[src/rtl/store_buffer6.sv]
// store_buffer6: six-entry FIFO of committed stores feeding the dcache write port.
// Also compares each load against live entries and registers match/partial/forward data.
module store_buffer6 (
    input  logic        cpu_clock_i,
    input  logic        cpu_reset_i,
    input  logic        enq_valid_i,
    output logic        enq_ready_o,
    input  logic [29:0] enq_addr_i,
    input  logic [31:0] enq_data_i,
    input  logic [3:0]  enq_mask_i,
    output logic        drn_valid_o,
    input  logic        drn_ready_i,
    output logic [29:0] drn_addr_o,
    output logic [31:0] drn_data_o,
    output logic [3:0]  drn_mask_o,
    input  logic        lk_valid_i,
    input  logic [29:0] lk_addr_i,
    input  logic [3:0]  lk_mask_i,
    output logic        lk_valid_o,
    output logic [5:0]  lk_match_o,
    output logic        lk_partial_o,
    output logic [31:0] lk_data_o
);

    logic [29:0] addr_q [6];
    logic [31:0] data_q [6];
    logic [3:0]  mask_q [6];
    logic [5:0]  valid_q;
    logic [2:0]  head_q;
    logic [2:0]  tail_q;
    logic [2:0]  count_q;

    logic        enq_fire;
    logic        drn_fire;
    logic [5:0]  addr_eq;
    logic [5:0]  full;
    logic [5:0]  part;
    logic [31:0] fwd_data;

    function automatic logic [2:0] ptr_inc(input logic [2:0] p);
        return (p == 3'd5) ? 3'd0 : p + 3'd1;
    endfunction

    assign enq_ready_o = (count_q < 3'd6);
    assign drn_valid_o = (count_q != 3'd0);
    assign enq_fire    = enq_valid_i & enq_ready_o;
    assign drn_fire    = drn_valid_o & drn_ready_i;

    assign drn_addr_o  = addr_q[head_q];
    assign drn_data_o  = data_q[head_q];
    assign drn_mask_o  = mask_q[head_q];

    // Slot payload is never reset; valid_q alone decides liveness.
    always_ff @(posedge cpu_clock_i) begin
        if (enq_fire) begin
            addr_q[tail_q] <= enq_addr_i;
            data_q[tail_q] <= enq_data_i;
            mask_q[tail_q] <= enq_mask_i;
        end
    end

    always_ff @(posedge cpu_clock_i) begin
        if (cpu_reset_i) begin
            head_q  <= 3'd0;
            tail_q  <= 3'd0;
            count_q <= 3'd0;
            valid_q <= 6'd0;
        end else begin
            if (enq_fire) begin
                valid_q[tail_q] <= 1'b1;
                tail_q          <= ptr_inc(tail_q);
            end
            if (drn_fire) begin
                valid_q[head_q] <= 1'b0;
                head_q          <= ptr_inc(head_q);
            end
            count_q <= count_q + {2'b00, enq_fire} - {2'b00, drn_fire};
        end
    end

    always_comb begin
        addr_eq  = 6'd0;
        full     = 6'd0;
        part     = 6'd0;
        fwd_data = 32'd0;
        for (int i = 0; i < 6; i++) begin
            addr_eq[i] = valid_q[i] & (addr_q[i] == lk_addr_i);
            full[i]    = addr_eq[i]
                       & ((mask_q[i] & lk_mask_i) == lk_mask_i)
                       & (lk_mask_i != 4'd0);
            part[i]    = addr_eq[i] & (|(mask_q[i] & lk_mask_i)) & ~full[i];
            if (full[i]) begin
                fwd_data = fwd_data | data_q[i];
            end
        end
    end

    always_ff @(posedge cpu_clock_i) begin
        if (cpu_reset_i) begin
            lk_valid_o   <= 1'b0;
            lk_match_o   <= 6'd0;
            lk_partial_o <= 1'b0;
            lk_data_o    <= 32'd0;
        end else begin
            lk_valid_o   <= lk_valid_i;
            lk_match_o   <= full & {6{lk_valid_i}};
            lk_partial_o <= lk_valid_i & (|part);
            lk_data_o    <= fwd_data;
        end
    end

endmodule

[config.mk]
export PLATFORM = sky130hd
export DESIGN_NAME = store_buffer6
export DESIGN_NICKNAME = d
export VERILOG_FILES = /design/src/rtl/store_buffer6.sv
export SDC_FILE = /design/constraint.sdc
export NUM_CORES = 1
export LEC_CHECK = 0
export CORE_AREA = 3 3 275 277
export CTS_CLUSTER_SIZE = 25
export DETAILED_ROUTE_END_ITERATION = 10
export DIE_AREA = 0 0 278 280
export GPL_ROUTABILITY_DRIVEN = 0
export PLACE_DENSITY = 0.59
export SLEW_MARGIN = 20
export SYNTH_ARGS = -nofsm -noshare
export SYNTH_HDL_FRONTEND = slang
export SYNTH_SLANG_ARGS = --single-unit
[constraint.sdc]
create_clock -name cpu_clock_i -period 6.9 [get_ports cpu_clock_i]
set_input_delay 1.38 -clock cpu_clock_i [delete_from_list [all_inputs] [get_ports cpu_clock_i]]
set_output_delay 1.38 -clock cpu_clock_i [all_outputs]
set_load 0.01 [all_outputs]
# Word-level counts from Yosys, hierarchy flattened
# Memory sizes are Yosys's and may differ from the RTL's. A register that Yosys moved wholly into a read port is not among the register bits.
# Index checks and enable logic that the tools add are counted.
# Widths: inputs -> output; s select.
# op_classes
add_sub_neg	4
magnitude_cmp	5
n_eq_ne	14
mux	23
n_bitwise	54
reduce_logical	11
# op_table
cell	count
$mux 32	6
$eq 30x30->1	6
$or 32x32->32	5
$and 1x1->1	33
$and 4x4->4	6
$eq 4x4->1	6
$mux 3	8
$reduce_or 4->1	6
$mux 6	3
$and 6x6->6	2
$lt 3x4->1 const B	2
$add 3x1->3 const B	2
$demux 1 s3	2
$eq 3x3->1 const B	2
$ge 3x1->1 const B	2
$not 1->1	6
$not 6->6	1
$or 6x6->6	1
$reduce_or 6->1	1
$mux 1	4
$reduce_bool 4->1	1
$add 3x1->3	1
$lt 3x3->1 const B	1
$reduce_bool 3->1	1
other kinds (2)	3
# word_totals
register_bits	55
mem_bits_rw	396
mem_count	3
# mem_list
memory	words	word_bits	read_ports	rd_ports_with_merged_regs	write_ports	line	text
data_q	6	32	7	1	1	26	logic [31:0] data_q [6];
addr_q	6	30	7	1	1	25	logic [29:0] addr_q [6];
mask_q	6	4	7	1	1	27	logic [3:0] mask_q [6];

# Longest topological paths before layout
# Gate-level depths: netlist of the first run.
# depth
ltp_word	15
depth_mapped	10
ltp_nobuf	10

# Worst setup path before layout of the first run
# Ideal clock, no wire load.
# synth_path
path_kind	input to register
startpoint	input port enq_valid_i
endpoint	memory addr_q[2][0] (enable)
t_arrival_ns	6.650
required_time_ns	6.313
slack_ns	-0.337
cell_stages	3
n_path_buf	0
cell_sequence	nand2_1 > or2_2 > nor3b_1
# synth_between
elab_chain_cells	3
# synth_lines
item	line	text
start, declared	6	input logic enq_valid_i,
$and 1x1->1	46	assign enq_fire = enq_valid_i & enq_ready_o;
$mux 1	55	if (enq_fire) begin
$mux 1 (not written as such)	56	addr_q[tail_q] <= enq_addr_i;
end, declared	25	
# Every way passes these cells.

==> flow_summary.yaml, run 1 <==
status:
  status: "finished clean"
synth:
  syn_area_mm2: 0.0257
  syn_nets: 1554
  yosysUniqueCellTypes: 44
  synth_compound_area_frac: 0.0512
  synth_adder_area_share: 0.00224
  ys.flop_type: "edfxtp_1"
  yosysSeqAreaShare: 0.663
  yosys_warnings: 0
  syn_area_per_cell_um2: 17.8
  netlist_instances: 1445
  synth_mux_area_frac: 0.145
  synthArstFlopShare: 0
  synth_top_family_by_area: "multiplexers"
  synth-edff-count: 528
  synth-seq-cells: 586
  synthSimpleGateAreaFrac: 0.0512
  synthXorXnorAreaFrac: 0.0618
cells_and_area:
  areaGrowthSynthToFinish_pct: 19.5
  regArea_mm2: 0.0170
  fillers: 6397
  fin_nets: 1753
  drive_gt1_frac: 0.228
  multiInputGateArea_mm2: 0.00808
  final_util: 0.420
  layout_common_cells: "528 x edfxtp_1, 211 x clkdlybuf4s50_1, 132 x mux4_2"
  layout_commonest_cell: "edfxtp_1"
grt:
  antenna_found_initial: 6
  grt_max_degree: 75
  track_usage: 0.196
  grt_overflow: 0
  grt_pass1_wl_um: 112000
  grt_pass1_vias: 15300
worst_setup_path:
  critPathMaxFanout: 58
  ff2ff_setup_slack_ps: 3740
  cp_slowest_cell: "dfxtp_4"
  reg2reg_depth: 7
  crit_arrival_ps: 3430
  end_kind: "output pin"
  critPathMaxStageDelay_ps: 820
  crit_required_ps: 5520
  r2r-start: "addr_q[5][6]"
  worst_r2r_endpoint: "lk_data_o[1]"
  critical_path.startpoint_type: "flop"
  crit_type: "reg2out"
  crit_chain: "buf_12, mux4_2, mux2_2, clkdlybuf4s50_1"
pwr:
  switching_power_w: 0.00221
  pwr-share-clk: 0.357
  share_comb_of_total_power: 0.176
  max-vdd-ir-drop_v: 0.000197
  internal_power_w: 0.00658
  p_per_area_mw_per_mm2: 287
  seqPwrFrac: 0.467
  p_leak_nw: 9.35
  swShare: 0.252
floorplanning:
  io_pins: 213
  dieArea_mm2: 0.0778
  fp.dieW_um: 278
  rows: 99
  chipHeight_um: 280
  core_area_mm2: 0.0731
  start_util: 0.351
timing:
  fmax_mhz: 208
  rsz0062_at_grt: "false"
  slew_headroom: 0.258
  setup_viol: 0
  finalHoldViolCount: 0
  period_share: 0.697
  slew_violations: 0
  fin_crit_ps: 4810
  final.setup.tns_ps: 0
  fin_skew_ps: 17.7
  tightest_slew_ps: 1110
drt:
  wire_per_inst_um: 29.3
  vias: 14900
  drtPass1Iterations: 5
  drt_iter0_drc: 1640
  drcViolationCount: 0
  viasPerCell: 5.60
  wirelength_um: 77900
  ant_nets: 0
min_path:
  hold_depth: 2
  min_to: "tail_q[0]"
  min_from: "tail_q[0]"
  holdCritPathClass: "reg2reg"
clock_network:
  cts-htree-levels: 2
  clk_latency_ps: 630
  cts.path.max_buffers: 3
  cts_resized: 0
  clock-sinks: 586
  cts_inserted_buffers: 59
  root_buffer: "clkbuf_16"
  clkTransAtPathRegs_ps: 60
  hold_buffers: 0
  postCtsSetupBuffers: 0
  cts_tree: "done"
placed_design:
  dp.final_hpwl_um: 49100
  port_buffers: 212
run:
  drv_cap: 0
==> state kept, by name (all words and copies together), names as in the netlist, named ones only <==
signal	cells
data_q	256
addr_q	240
lk_partial_o	1
head_q	3
tail_q	3
mask_q	32
lk_match_o	6
lk_valid_o	1
valid_q	6
count_q	3
lk_data_o	32
==> kinds of logic (layout without fill, tap and decap cells) <==
family / count (synthesis) / after routing
multiplexers: 198 / 198
AO/OA/AOI/OAI: 136 / 136
adder cells (fa/ha/maj): 4 / 4
other: 0 / 4
AND/OR/NAND/NOR: 223 / 223
buffers and inverters: 117 / 367
XOR/XNOR: 181 / 181
flip-flops: 586 / 586
==> how the worst max path moves through the flow <==
stage                  startpoint            end  cells past startpoint
floorplan             enq_valid_i   addr_q[1][0]                      2
global placement     lk_addr_i[5]  lk_data_o[30]                      8
detailed placement  lk_addr_i[25]  lk_data_o[28]                      8
CTS                          flop  drn_mask_o[2]                      4
global route                 flop  drn_mask_o[2]                      4
finish                       flop  drn_mask_o[2]                      4
==> power groups by stage <==
stage                     Clock (W)  Combinational (W)  Sequential (W)
after floorplan                   0           0.000947         0.00411
after global placement            0            0.00155         0.00418
after detailed placement          0            0.00156         0.00419
after CTS                   0.00319            0.00157         0.00411
after global routing        0.00333            0.00163         0.00412
final                       0.00314            0.00155         0.00411
==> final cells by class <==
class / instances / share of cell area
diodes: 4 / 0.000326
clock buffers: 85 / 0.0540
clock inverters: 27 / 0.00751
inverters: 8 / 0.000979
multi-input cells: 742 / 0.263
flip-flops and latches: 586 / 0.555
well taps: 959 / 0.0391
repair buffers: 247 / 0.0793
==> cell usage after synthesis, types with 4 or more instances <==
| cell type | number | area share |
|---|---|---|
| edfxtp_1 | 528 | 0.62 |
| mux4_2 | 132 | 0.12 |
| xor2_1 | 114 | 0.039 |
| xnor2_1 | 67 | 0.023 |
| mux2_2 | 66 | 0.029 |
| nand3_1 | 65 | 0.013 |
| dfxtp_1 | 58 | 0.045 |
| clkbuf_1 | 51 | 0.0075 |
| a32oi_1 | 35 | 0.012 |
| and3_1 | 35 | 0.0085 |
| buf_2 | 30 | 0.0059 |
| nor4_1 | 26 | 0.0063 |
| nand4_1 | 25 | 0.0061 |
| a22oi_1 | 24 | 0.0070 |
| buf_6 | 23 | 0.010 |
| a22oi_2 | 20 | 0.0098 |
| a41oi_2 | 20 | 0.013 |
| nor2_1 | 20 | 0.0029 |
| nor3_1 | 16 | 0.0031 |
| o22ai_1 | 13 | 0.0032 |
| a41oi_1 | 12 | 0.0041 |
| a21oi_1 | 10 | 0.0020 |
| nand2_1 | 10 | 0.0015 |
| inv_1 | 8 | 0.0012 |
| nand2b_1 | 5 | 0.0012 |
| nor3b_1 | 4 | 0.0012 |
==> critical path: cells and delay by family, from the launching register on <==
| kind | cells | cell delay [ps] |
|---|---|---|
| flops | 1 | 820 |
| buf+inv | 2 | 990 |
| mux | 2 | 920 |
==> stage by stage <==
step | total power (W) | hold slack, ps | area, um^2 | setup slack, ps | instances
after floorplan | 0.00506 | 445 | 25700 | 161 | 1445
after global placement | 0.00573 | 454 | 28800 | 1930 | 2540
after detailed placement | 0.00575 | 462 | 28800 | 2090 | 2542
after CTS | 0.00887 | 471 | 30600 | 1980 | 2654
after global routing | 0.00909 | 499 | 30700 | 1860 | 2655
final | 0.00879 | 471 | 30700 | 2090 | 2658
==> routing by layer <==
metal | vias up | part of all wire | GRT usage
met5 | - | 0.00031 | 0
met4 | 4 | 0.025 | 0.0537
met3 | 106 | 0.076 | 0.0404
met2 | 633 | 0.48 | 0.316
met1 | 7869 | 0.42 | 0.273
li1 | 6278 | - | -
Note: power is estimated with default switching activity, not from simulation.
==> inputs of run 2 (changes only) <==
==> constraint.sdc (replaced) <==
create_clock -name cpu_clock_i -period 3.96 [get_ports cpu_clock_i]
set_input_delay 0.792 -clock cpu_clock_i [delete_from_list [all_inputs] [get_ports cpu_clock_i]]
set_output_delay 0.792 -clock cpu_clock_i [all_outputs]
set_load 0.01 [all_outputs]
==> run 2 against run 1 <==
Net effect: die area unchanged; critical path type unchanged; power increased by 81%; worst hold slack got worse by 2.7 ps.
==> flow_summary.yaml, run 2 (synthesis results as in run 1) <==
status:
  status: "finished clean"
floorplanning:
  start_util: 0.351
  chipHeight_um: 280
  rows: 99
  core_area_mm2: 0.0731
  fp.dieW_um: 278
  dieArea_mm2: 0.0778
  io_pins: 213
cells_and_area:
  areaGrowthSynthToFinish_pct: 21.6
  multiInputGateArea_mm2: 0.00808
  fin_nets: 1769
  layout_common_cells: "528 x edfxtp_1, 211 x clkdlybuf4s50_1, 132 x mux4_2"
  regArea_mm2: 0.0170
  final_util: 0.427
  reg.largest.list: "data_q (256), addr_q (240)"
  layout_commonest_cell: "edfxtp_1"
  top_register: "data_q"
  drive_gt1_frac: 0.238
  largest_register_ffs: 256
  fillers: 6410
  final_area_mm2: 0.0312
drt:
  viasPerCell: 5.56
  drcViolationCount: 0
  drtPass1Iterations: 7
  drt_iter0_drc: 1586
  wirelength_um: 77600
  vias: 14900
  wire_per_inst_um: 29.0
  ant_nets: 0
timing:
  setup_viol: 0
  setup_slack_ps: 268
  slew_headroom: 0.278
  rsz0062_at_grt: "false"
  worst_hold_slack_ps: 468
  slew_violations: 0
  tightest_slew_ps: 1080
  final.setup.tns_ps: 0
  fin_crit_ps: 3690
  period_share: 0.932
  fmax_mhz: 271
  fin_skew_ps: 19.2
  finalHoldViolCount: 0
worst_setup_path:
  critPathMaxFanout: 13
  crit_arrival_ps: 2900
  end_kind: "output pin"
  crit_type: "reg2out"
  crit_required_ps: 3170
  critical_path.startpoint_type: "flop"
placed_design:
  dp_slack_ps: 150
  dp.final_hpwl_um: 49400
  placed_area_mm2: 0.0291
  port_buffers: 212
clock_network:
  cts_tree: "done"
  postCtsSetupBuffers: 0
  cts.path.max_buffers: 3
  clkTransAtPathRegs_ps: 60
  cts-htree-levels: 2
  clock-sinks: 586
  cts_inserted_buffers: 59
  root_buffer: "clkbuf_16"
  hold_buffers: 0
  cts_resized: 0
  clk_latency_ps: 620
run:
  drv_cap: 0
grt:
  grt_overflow: 0
  grt_pass1_vias: 15300
  antenna_found_initial: 12
  grt_pass1_wl_um: 111000
  grt_max_degree: 69
  track_usage: 0.195
pwr:
  p_leak_nw: 9.58
  max-vdd-ir-drop_v: 0.000368
  p_per_area_mw_per_mm2: 510
min_path:
  holdCritPathClass: "reg2reg"
## run 2: cell count changes in the layout (fill, tap and decap cells not counted), moves of 4 or more
cell and change:
bufinv_16 +8, clkbuf_8 -4, buf_12 +18, inv_6 -4, clkbuf_1 -6
## run 2: metrics by stage
stage | total power [W] | cells
after floorplan | 0.00881 | 1445
after global placement | 0.0101 | 2557
after detailed placement | 0.0101 | 2557
after CTS | 0.0160 | 2667
after global routing | 0.0164 | 2671
final | 0.0159 | 2673
## run 2: worst max-delay path: stages, from the launching register on
cell and delay (ps):
dfxtp_4 610, buf_4 300, mux4_2 530, mux2_2 340, clkdlybuf4s50_1 500
## run 2: worst paths after layout
kind	start	endpoint	depth (start not counted)	slack, ps
worst max-delay path	flop	drn_addr_o[27]	4	270
worst min-delay path	tail_q[0]	tail_q[0]	2	470
worst max register to register	addr_q[5][21]	lk_data_o[31]	7	1210
worst min register to register	tail_q[0]	tail_q[0]	2	470
## run 2: per-layer routing
metal  share of wire  vias up  wire length, um  GRT usage
li1                -     6312                -          -
met3           0.076      114             5910     0.0438
met4           0.020       12             1540     0.0502
met1            0.42     7788            32300      0.263
met2            0.49      624            37700      0.323
met5          0.0012        -               95          0
## run 2: area by class of cell
| cell class | count | area share |
|---|---|---|
| Antenna cell | 5 | 0.000401 |
| Clock buffer | 77 | 0.0521 |
| Clock inverter | 33 | 0.0142 |
| Inverter | 8 | 0.000962 |
| Multi-Input combinational cell | 742 | 0.259 |
| Sequential cell | 586 | 0.546 |
| Tap cell | 959 | 0.0384 |
| Timing Repair Buffer | 263 | 0.0896 |
## run 2: where the power goes
part	switching [W]	internal, W	total (W)
combinational	0.00136	0.00152	0.00288
clock	0.00233	0.00360	0.00592
sequential	0.000158	0.00695	0.00711
